**src/rtl/lcb_req_parser.sv**
```systemverilog
// lcb_req_parser
// Request-frame parser sitting between the UART byte receiver and the LCB
// answer transmitter. Hunts for SYNC, collects ADDR/CMD/CSUM, validates the
// checksum and the unit address, and issues a one-cycle RQ with the decoded
// command. Corrupted frames and inter-byte timeouts bump a saturating error
// counter; frames for other units are dropped silently.
//
// Build option: define LCB_BROADCAST_EN to also accept ADDR 8'h1F as a
// broadcast (RQ with is_bcast=1). Without it is_bcast is constant 0.
module lcb_req_parser #(
  parameter logic [4:0]  MY_ADDR = 5'd3,
  parameter logic [7:0]  SYNC    = 8'hA5,
  parameter logic [15:0] TIMEOUT = 16'd4000
) (
  input  logic       clk80MHz,
  input  logic       rst,
  input  logic       val,
  input  logic [7:0] data,
  output logic       RQ,
  output logic [7:0] cmd,
  output logic       is_bcast,
  output logic       busy,
  output logic [7:0] err_cnt
);

  typedef enum logic [1:0] {
    HUNT   = 2'd0,
    W_ADDR = 2'd1,
    W_CMD  = 2'd2,
    W_CSUM = 2'd3
  } state_t;

  // Address as it appears on the wire (upper three bits always zero).
  localparam logic [7:0]  MY_ADDR8   = {3'b000, MY_ADDR};
  localparam logic [7:0]  BCAST_ADDR = 8'h1F;
  // Idle-counter value at which a silent line is declared dead.
  localparam logic [15:0] IDLE_LIMIT = TIMEOUT - 16'd1;

  // 8-bit wrap-around checksum over ADDR and CMD.
  function automatic logic [7:0] csum8(input logic [7:0] a, input logic [7:0] b);
    return a + b;
  endfunction

  // Increment that sticks at the top of the 8-bit range.
  function automatic logic [7:0] sat_inc8(input logic [7:0] v);
    return (v == 8'hFF) ? 8'hFF : v + 8'd1;
  endfunction

  state_t      r_state;
  state_t      w_state_nxt;
  logic [7:0]  r_addr;
  logic [7:0]  r_cmd_lat;
  logic [15:0] r_idle;
  logic        r_rq;
  logic [7:0]  r_cmd;
  logic        r_busy;
  logic [7:0]  r_err;

  logic        w_in_frame;
  logic        w_timeout;
  logic        w_csum_byte;
  logic        w_csum_ok;
  logic        w_unicast;
  logic        w_bcast_hit;
  logic        w_accept;
  logic        w_err_evt;

  assign w_in_frame  = (r_state != HUNT);
  // A byte on the limit cycle wins over the timeout.
  assign w_timeout   = w_in_frame && !val && (r_idle == IDLE_LIMIT);
  assign w_csum_byte = (r_state == W_CSUM) && val;
  assign w_csum_ok   = (csum8(r_addr, r_cmd_lat) == data);
  assign w_unicast   = (r_addr == MY_ADDR8);

`ifdef LCB_BROADCAST_EN
  // A unit whose own address is 1F sees those frames as unicast.
  assign w_bcast_hit = (r_addr == BCAST_ADDR) && !w_unicast;
`else
  assign w_bcast_hit = 1'b0;
`endif

  assign w_accept  = w_csum_byte && w_csum_ok && (w_unicast || w_bcast_hit);
  assign w_err_evt = (w_csum_byte && !w_csum_ok) || w_timeout;

  // State register.
  always_ff @(posedge clk80MHz or negedge rst) begin
    if (!rst) begin
      r_state <= HUNT;
    end else begin
      r_state <= w_state_nxt;
    end
  end

  // Next-state logic; SYNC inside a frame is ordinary data (no resync).
  always_comb begin
    w_state_nxt = r_state;
    case (r_state)
      HUNT: begin
        if (val && (data == SYNC)) w_state_nxt = W_ADDR;
      end
      W_ADDR: begin
        if (val)            w_state_nxt = W_CMD;
        else if (w_timeout) w_state_nxt = HUNT;
      end
      W_CMD: begin
        if (val)            w_state_nxt = W_CSUM;
        else if (w_timeout) w_state_nxt = HUNT;
      end
      W_CSUM: begin
        if (val || w_timeout) w_state_nxt = HUNT;
      end
      default: w_state_nxt = HUNT;
    endcase
  end

  // Idle counter: runs only between bytes of a frame, cleared on any byte.
  always_ff @(posedge clk80MHz or negedge rst) begin
    if (!rst) begin
      r_idle <= 16'd0;
    end else if (val || !w_in_frame || w_timeout) begin
      r_idle <= 16'd0;
    end else begin
      r_idle <= r_idle + 16'd1;
    end
  end

  // Capture ADDR and CMD as they arrive.
  always_ff @(posedge clk80MHz or negedge rst) begin
    if (!rst) begin
      r_addr    <= 8'h00;
      r_cmd_lat <= 8'h00;
    end else begin
      if ((r_state == W_ADDR) && val) r_addr    <= data;
      if ((r_state == W_CMD)  && val) r_cmd_lat <= data;
    end
  end

  // Registered request pulse and command hold.
  always_ff @(posedge clk80MHz or negedge rst) begin
    if (!rst) begin
      r_rq  <= 1'b0;
      r_cmd <= 8'h00;
    end else begin
      r_rq <= w_accept;
      if (w_accept) r_cmd <= r_cmd_lat;
    end
  end

  // Busy follows the state the FSM is entering, so it is aligned with RQ.
  always_ff @(posedge clk80MHz or negedge rst) begin
    if (!rst) begin
      r_busy <= 1'b0;
    end else begin
      r_busy <= (w_state_nxt != HUNT);
    end
  end

  // Saturating error counter for checksum failures and timeouts.
  always_ff @(posedge clk80MHz or negedge rst) begin
    if (!rst) begin
      r_err <= 8'h00;
    end else if (w_err_evt) begin
      r_err <= sat_inc8(r_err);
    end
  end

`ifdef LCB_BROADCAST_EN
  logic r_bcast;

  // Broadcast flag, loaded with every accepted frame.
  always_ff @(posedge clk80MHz or negedge rst) begin
    if (!rst) begin
      r_bcast <= 1'b0;
    end else if (w_accept) begin
      r_bcast <= w_bcast_hit;
    end
  end

  assign is_bcast = r_bcast;
`else
  assign is_bcast = 1'b0;
`endif

  assign RQ      = r_rq;
  assign cmd     = r_cmd;
  assign busy    = r_busy;
  assign err_cnt = r_err;

endmodule

```
**config.mk**
```make
export PLATFORM = sky130hd
export DESIGN_NAME = lcb_req_parser
export DESIGN_NICKNAME = d
export VERILOG_FILES = /design/src/rtl/lcb_req_parser.sv
export SDC_FILE = /design/constraint.sdc
export NUM_CORES = 1
export LEC_CHECK = 0
export ABC_AREA = 1
export BUFFER_PORTS_ARGS = -buffer_cell sky130_fd_sc_hd__clkbuf_2
export CELL_PAD_IN_SITES_DETAIL_PLACEMENT = 0
export CELL_PAD_IN_SITES_GLOBAL_PLACEMENT = 1
export CORE_MARGIN = 1.5
export CORE_UTILIZATION = 47
export DETAILED_ROUTE_END_ITERATION = 10
export GPL_TIMING_DRIVEN = 0
export MAX_ROUTING_LAYER = met4
export PLACE_DENSITY_LB_ADDON = 0.1
export SYNTH_ARGS = -nofsm -noshare
export SYNTH_HDL_FRONTEND = slang
export SYNTH_SLANG_ARGS = --single-unit
```
**constraint.sdc**
```tcl
create_clock -name clk80MHz -period 3.1 [get_ports clk80MHz]
set_input_delay 0.31 -clock clk80MHz [delete_from_list [all_inputs] [get_ports clk80MHz]]
set_output_delay 0.31 -clock clk80MHz [all_outputs]
set_load 0.02 [all_outputs]
```
-- Word-level counts from Yosys, hierarchy flattened
Cells that the tools add are included.
- eq/ne operators: 8
- $add $sub $neg: 3
- reductions and logical operators: 19
- mux-type cells: 8
- operators by type and width (kind ; number):
    16-bit by 1-bit adder with 16-bit output, second input constant ; 1
    16-bit by 12-bit == test with 1-bit output, second input constant ; 1
    8-bit == test, second input constant ; 2
    16-bit two-way mux ; 1
    2-bit two-way mux ; 5
    1-bit logical AND ; 9
    8-bit by 1-bit adder with 8-bit output, second input constant ; 1
    8-bit adder ; 1
    8-bit by 2-bit == test with 1-bit output, second input constant ; 1
    8-bit == test ; 1
    8-bit two-way mux ; 1
    2-bit case mux with 4 select lines ; 1
    2-bit == test, second input constant ; 2
    1-bit logical OR ; 4
    2-bit nonzero test ; 2
    1-bit zero test ; 3
    2-bit by 1-bit == test with 1-bit output, second input constant ; 1
    2-bit zero test ; 1
- word-level logic and storage cells: 46
- bits of input ports: 11
- output and inout port bits: 19
- flip-flop bits (word level): 52

-- Depth between registers and ports, before layout
Gate-level depths: netlist of run 1.
- word-level depth: 7
- depth in mapped cells: 16
- gate-level depth less buffers: 16

-- Worst setup path before layout of run 1
OpenSTA, ideal clock, no wires.
- kind: register to register
- start: register r_addr[0]
- end: register r_err[2], in the netlist err_cnt[2]
- buffers on the path: 0
- arrival time: 1993 ps
- library setup time: 118 ps
- slack: 989 ps
- period minus slack after synthesis: 2111 ps
- required time: 2982 ps
- stages on the path, launching flop included: 16
- cell sequence: dfrtp_1 ha_1 fa_1 inv_1 nand2_1 nand2_1 nor2_1 nand2_1 nor2_1 nand2_1 nor2_2 nand2_1 nand2_2 nand2_4 nand2_1 nand2_1
- longest elaborated chain between the ends: 5
- RTL lines (what ; line ; text):
    start, declared ; 51 ; logic [7:0] r_addr;
    start signal, assigned ; 133 ; if ((r_state == W_ADDR) && val) r_addr <= data;
    8-bit adder ; 41 ; return a + b;
    8-bit == test ; 72 ; assign w_csum_ok = (csum8(r_addr, r_cmd_lat) == data);
    1-bit zero test ; 83 ; assign w_err_evt = (w_csum_byte && !w_csum_ok) || w_timeout;
    1-bit logical AND ; 83 ;
    1-bit logical OR ; 83 ;
    end signal, assigned ; 163 ; r_err <= sat_inc8(r_err);
    end, declared ; 57 ; logic [7:0] r_err;
Every way passes these cells.
A chain may end at the register's enable or synchronous reset.

-- Worst setup path in the final report of run 1
- start: register r_cmd_lat[0]
- end: register r_err[6], in the netlist err_cnt[6]
- longest elaborated chain between the ends: 5
- RTL lines (what ; line ; text):
    start, declared ; 52 ; logic [7:0] r_cmd_lat;
    start signal, assigned ; 134 ; if ((r_state == W_CMD) && val) r_cmd_lat <= data;
    8-bit adder ; 41 ;
    8-bit == test ; 72 ;
    1-bit zero test ; 83 ;
    1-bit logical AND ; 83 ;
    1-bit logical OR ; 83 ;
Every way passes these cells.

==> run_results.csv, run 1 <==
group,metric,value,unit
status,outcome,"finished, violations left",
status,violations,"hold timing",
pwr,ir_drop,0.0003504,V
routing,routed_via_density,4.875,
setup_path,worstSetupStartpoint,"r_cmd_lat[0]$_DFFE_PN0P_",
sta,rsz0062_at_grt,"false",
global_routing,gr-usage-all-layers,0.1989,
hold_path,hp-class,"input pin to asynchronous set/reset pin",
logic_synthesis,synth_common_cells,"125 x nand2_1, 52 x dfrtp_1, 49 x inv_1",
clocking,h-tree-depth,2,
clocking,postCtsSetupRepairBufs,0,
global_routing,antenna_found_initial,0,
setup_path,reg2reg_slack,660,ps
setup_path,crit_required,3290,ps
sta,setup_slack,659.9,ps
routing,drt-total-wl,5882,µm
pwr,p_leak,1.777,nW
setup_path,worstSetupEndpointType,"register",
sta,clock.fmax,409.8,MHz
clocking,clock-root-buffer,"clkbuf_8",
floorplan,die-height,82.08,µm
global_routing,grt_remaining_overflow,0,
floorplan,initial_core_util,0.4906,
global_routing,grt_pass1_vias,2190,
layout,area_growth,11.79,%
setup_path,r2r_start,"r_cmd_lat[0]$_DFFE_PN0P_",
setup_path,r2r_end,"err_cnt[6]$_DFFE_PN0P_",
sta,tns,0,ps
setup_path,arrival,2630,ps
place,pre_cts_ws,661.2,ps
clocking,post_cts_resized,0,
sta,maxSlewViolCount,0,
layout,fin_nets,433,
logic_synthesis,synth_area_leader_cell,"dfrtp_1",
logic_synthesis,synth-main-ff-cell,"dfrtp_1",
global_routing,grt_pass1_wl,10010,µm
logic_synthesis,async_reset_ff_frac,1.000,
clocking,insertion_delay,300,ps
routing,drt_first_pass_iters,4,
logic_synthesis,synth_edf_count,0,
sta,relSlewSlack,0.6218,
routing,first_iter_violations,153,
sta,hold_slack,-5.778,ps
clocking,cts.path.max_buffers,2,
floorplan,die_w,82.08,µm
setup_path,cp_max_fo,9,
setup_path,cp-start-kind,"register",
pwr,p_per_area,713.5,nW/µm²
clocking,cts_made_buffers,5,
logic_synthesis,post_synth.cell_area_avg,7.817,µm²
clocking,cts_tree,"yes",
clocking,clk_pin_slew_worst_paths,90,ps
floorplan,core,5991,µm²
logic_synthesis,netlist.area_leader.share,0.4427,
logic_synthesis,ys_seq_elements,52,
clocking,clock-sinks,52,
setup_path,crit_end,"err_cnt[6]$_DFFE_PN0P_",
setup_path,path_cells,"ha_1 > fa_1 > inv_1 > nand2_1 > nand2_1 > nor2_1 > nand2_1 > nor2_1 > nand2_1 > nor2_2 > nand2_1 > nand2_2 > nand2_4 > nand2_1 > nand2_1",
sta,fin_crit,2440,ps
global_routing,grt_max_degree,53,
clocking,cts.hold.buffers_added,0,
floorplan,ios,30,
layout,drive_above_1_share,0.1646,
logic_synthesis,syn-cell-area,2939,µm²
routing,post-route-drc-count,0,
routing,ant_nets,0,
logic_synthesis,yosysMostFrequentCell,"nand2_1",
setup_path,r2r_cells,15,
layout,antenna_cells,0,
floorplan,rows,28,
layout,post-route-util,0.5485,
setup_path,path_class,"register to register",
routing,num_vias,2379,
setup_path,cp_slowest_stage_delay,530,ps
logic_synthesis,synth_cells,376,
floorplan,dieArea,6737,µm²
place,place_congestion,0.8159,
sta,hold_viol_final,23,
run,maxCapViolCount,0,
logic_synthesis,synth_nets,397,
setup_path,path_common_cell,"nand2_1",
setup_path,slowest_stage,"fa_1",
logic_synthesis,synth.distinct_cells,32,
logic_synthesis,yosysWarnings,0,
sta,fin_crit_sh,0.7871,
logic_synthesis,yosysSeqAreaShare,0.4427,
layout,nFillCells,594,
place,dp_hpwl,4413,µm
routing,wl_per_cell,12.05,µm
place,io_buffers,28,
logic_synthesis,synthTopCellsByArea,"dfrtp_1 44%, nand2_1 16%, inv_1 6.3%, nand3_1 5.1%, ha_1 3.8%",
sta,clock_skew,4.802,ps
sta,setup_viol,0,
sta,worst_pin_slew,567.3,ps
## logic make-up (layout without fill, tap and decap cells)
group | count (synthesis) | in the layout | synth area share
AOI/OAI and AO/OA | 25 | 25 | 0.04300
adders and majority gates | 10 | 10 | 0.04513
buffers and inverters | 58 | 95 | 0.08089
and+or+nand+nor | 216 | 216 | 0.3453
DFF | 52 | 52 | 0.4427
xor gates and xnor gates | 14 | 14 | 0.04172
other | 1 | 1 | 0.001276
## layout by cell type, fill, tap and decap left out
master / n
nor3_2: 2
nand4_4: 1
a31oi_1: 1
o21ai_0: 18
inv_2: 5
clkbuf_2: 27
ha_1: 9
nor3_1: 12
nor4_4: 1
fa_1: 1
or2_2: 1
clkbuf_1: 2
nor4_1: 3
buf_4: 1
inv_1: 49
nand4_1: 3
nor2_4: 1
nor3b_1: 1
nor2_1: 17
nor2_8: 1
xor2_1: 10
dfrtp_1: 52
buf_2: 1
nor2_2: 12
buf_12: 2
nand3_1: 30
nand2_2: 2
a21oi_1: 6
conb_1: 1
clkbuf_8: 6
and3_1: 1
xnor2_1: 4
nand2_1: 125
clkinv_2: 2
nand3_2: 1
nand2_4: 2
## critical path: cells and delay by family, from the launching register on
family,cells,cell delay (ps)
and+or+nand+nor,12,1090
buffers and inverters,1,50
DFF,1,430
adders and majority gates,2,770
## report_power, final
part | switching [mW] | internal (mW) | leakage, nW
Clock | 0.218 | 0.179 | 0.0510
Sequential | 0.133 | 0.818 | 0.696
Combinational | 0.610 | 0.386 | 1.03
## registers in the layout, indices dropped and copies added (netlist names)
register   cells
err_cnt        8
cmd            8
r_cmd_lat      8
busy           1
RQ             1
r_state        2
r_idle        16
r_addr         8
## area by class of cell
cell class	instances	area (µm²)	share of cell area
flip-flops and latches	52	1301	0.3960
well taps	75	93.84	0.02856
multi-input cells	266	1400	0.4261
inverters	54	202.7	0.06169
clock buffers	6	82.58	0.02513
clock inverters	2	10.01	0.003046
repair buffers	29	160.2	0.04874
plain buffers	4	35.03	0.01066
## worst min-delay path by stage
stage | endpoint | from | slack, ps | depth (start not counted)
6_report | r_idle[8]$_DFF_PN0_ | rst | -6 | 1
5_1_grt | r_idle[4]$_DFF_PN0_ | rst | 30 | 1
4_1_cts | r_addr[6]$_DFFE_PN0P_ | data[6] | 290 | 3
3_5_place_dp | r_idle[0]$_DFF_PN0_ | r_idle[0]$_DFF_PN0_ | 460 | 1
3_3_place_gp | r_idle[0]$_DFF_PN0_ | r_idle[0]$_DFF_PN0_ | 450 | 1
2_1_floorplan | RQ$_DFF_PN0_ | rst | 10 | 0
## per-stage QoR
step	cell area (µm²)	total power, mW	cells	hold slack (ps)
6_report	3286	2.344	488	-5.778
5_1_grt	3286	2.570	488	33.73
4_1_cts	3266	2.376	487	291.1
3_5_place_dp	3173	1.968	479	461.8
3_3_place_gp	3173	1.946	479	454.7
2_1_floorplan	2939	1.732	376	14.41
## routing by layer
metal  routed length (µm)  part of all wire  up-vias  GRT usage
li1                     -                 -     1247          -
met1                 2972              0.51     1106     0.2578
met2                 2724              0.46       21     0.3197
met3                  130             0.022        5    0.03556
met4                   55            0.0094        0    0.05424
met5                    0                 0        -          -
(Power assumes the default switching activity.)
==> inputs of run 2 (changes only) <==
CORE_UTILIZATION = 44   (was 47)
clock period = 2.4 ns   (was 3.1 ns; I/O delays follow)
==> run 2 against run 1 <==
The flow now finishes without violations. Global-route usage down 0.66 points. Sequential power increased by 30%. Via count is 0.29% higher. Count of clock-buffer cells in the layout unchanged. Setup slack got worse by 530 ps. First-iteration DRC count decreased by 37%. Critical endpoint unchanged. Largest cell class unchanged.
==> run_results.csv, run 2 (synthesis gave the netlist of run 1 again) <==
group,metric,value,unit
pwr,combinationalPowerShare,0.424,
pwr,switching_share,0.4048,
place,io_buffers,28,
setup_path,worstSetupEndpointType,"register",
sta,clock_skew,3.629,ps
routing,ant_nets,0,
clocking,clock-sinks,52,
status,outcome,"complete, no violations",
layout,mostFrequentLayoutCell,"nand2_1",
setup_path,cp_max_fo,4,
clocking,insertion_delay,300,ps
floorplan,ios,30,
run,maxCapViolCount,0,
layout,largest_register_ffs,16,
setup_path,arrival,2520,ps
sta,maxSlewViolCount,0,
sta,fin_crit_sh,0.9457,
place,dp_cells,481,
floorplan,die-height,84.73,µm
setup_path,cp-start-kind,"register",
pwr,power.share.sequential,0.388,
global_routing,grt_pass1_vias,2325,
place,placed_cell_area,3176,µm²
setup_path,crit_required,2650,ps
sta,hold_viol_final,0,
clocking,clock-root-buffer,"clkbuf_8",
sta,fin_crit,2270,ps
global_routing,grt_remaining_overflow,0,
sta,rsz0062_at_grt,"true",
routing,wl_per_cell,12.02,µm
clocking,clk_pin_slew_worst_paths,90,ps
layout,final_cells,495,
routing,drt_first_pass_iters,4,
layout,fin_area,3412,µm²
routing,post-route-drc-count,0,
layout,regMostFlops,"r_idle",
clocking,h-tree-depth,2,
place,place_congestion,0.8410,
global_routing,grt_max_degree,53,
floorplan,die_w,84.73,µm
global_routing,gr-usage-all-layers,0.1923,
routing,drt-total-wl,5950,µm
pwr,p_total,3.194,mW
floorplan,core,6386,µm²
routing,routed_via_density,4.820,
pwr,p_switching,1.293,mW
routing,num_vias,2386,
pwr,ir_drop,0.0004972,V
routing,first_iter_violations,96,
layout,mostFrequentLayoutCells,"120 x nand2_1, 52 x dfrtp_1, 49 x inv_1",
pwr,p_leak,1.814,nW
setup_path,path_class,"register to register",
pwr,internal_power,1.901,mW
layout,nFillCells,634,
layout,drive_above_1_share,0.1842,
clocking,cts.path.max_buffers,2,
clocking,cts_made_buffers,5,
global_routing,grt_pass1_wl,10900,µm
sta,clock.fmax,440.6,MHz
sta,setup_viol,0,
layout,antenna_cells,0,
place,dp_hpwl,4414,µm
pwr,power_frac_clock,0.189,
layout,area_growth,16.09,%
pwr,p_per_area,936.2,nW/µm²
clocking,cts_tree,"yes",
global_routing,antenna_found_initial,0,
floorplan,initial_core_util,0.4602,
setup_path,reg2reg_slack,130,ps
layout,fin_nets,438,
floorplan,rows,29,
sta,tns,0,ps
floorplan,dieArea,7179,µm²
hold_path,hp-class,"input pin to register",
run 2: critical path, stage by stage, from the launching register on:
cell and delay (ps):
dfrtp_1 450, ha_4 190, fa_1 500, inv_1 40, nand2_1 50, nand2_1 40, nor2_1 100, nand2_1 80
nor2_1 80, nand2_1 90, nor2_4 140, nand2_2 80, nand2_4 120, buf_4 130, nand3_1 60, nand2_1 70
run 2: cell type report:
type	count	area, µm²	area share
multi-input cells	266	1451	0.4254
inverters	54	207.7	0.06087
plain buffers	4	35.03	0.01027
clock inverters	2	35.03	0.01027
clock buffers	6	72.57	0.02127
flip-flops and latches	52	1301	0.3814
well taps	77	96.34	0.02824
repair buffers	34	212.7	0.06234
run 2: final timing paths:
kind / startpoint / depth (start not counted) / to
max: r_cmd_lat[0]$_DFFE_PN0P_ / 15 / err_cnt[6]$_DFFE_PN0P_
min: data[3] / 3 / r_cmd_lat[3]$_DFFE_PN0P_
max reg2reg: r_cmd_lat[0]$_DFFE_PN0P_ / 15 / err_cnt[6]$_DFFE_PN0P_
min reg2reg: r_idle[0]$_DFF_PN0_ / 1 / r_idle[0]$_DFF_PN0_
max in group asynchronous: rst / 3 / err_cnt[7]$_DFFE_PN0P_
min in group asynchronous: rst / 2 / cmd[2]$_DFFE_PN0P_
run 2: routing by layer:
metal	GRT usage	vias up	routed length [µm]
met2	0.3059	20	2833
met1	0.2539	1096	2923
met4	0.05279	0	78
met3	0.03441	7	115
li1	-	1263	-
met5	-	-	0
run 2: through the flow:
step | setup slack (ps) | hold WS, ps | util
3_3_place_gp | -81.93 | 462.3 | 0.4973
6_report | 130.3 | 230.5 | 0.5343
4_1_cts | 40.13 | 224.8 | 0.5219
5_1_grt | -103.5 | 248.8 | 0.5343
3_5_place_dp | -93.00 | 468.6 | 0.4973
2_1_floorplan | 289.5 | -55.59 | -
run 2: power groups by stage:
| stage | combinational (mW) | clock, mW | sequential (mW) |
|---|---|---|---|
| finish | 1.35 | 0.603 | 1.24 |
| global route | 1.61 | 0.650 | 1.28 |
| CTS | 1.33 | 0.615 | 1.23 |
| detailed placement | 1.29 | 0 | 1.25 |
| global placement | 1.27 | 0 | 1.25 |
| floorplan | 0.994 | 0 | 1.24 |
run 2: repair_timing:
action | in CTS | in global routing
resized for setup | 5 | 8
endpoints found under the setup margin | 17 | 16
hold endpoints to repair | 0 | 18
buffers inserted | 2 | 2
hold buffers | 0 | 1
pin swaps | 0 | 3
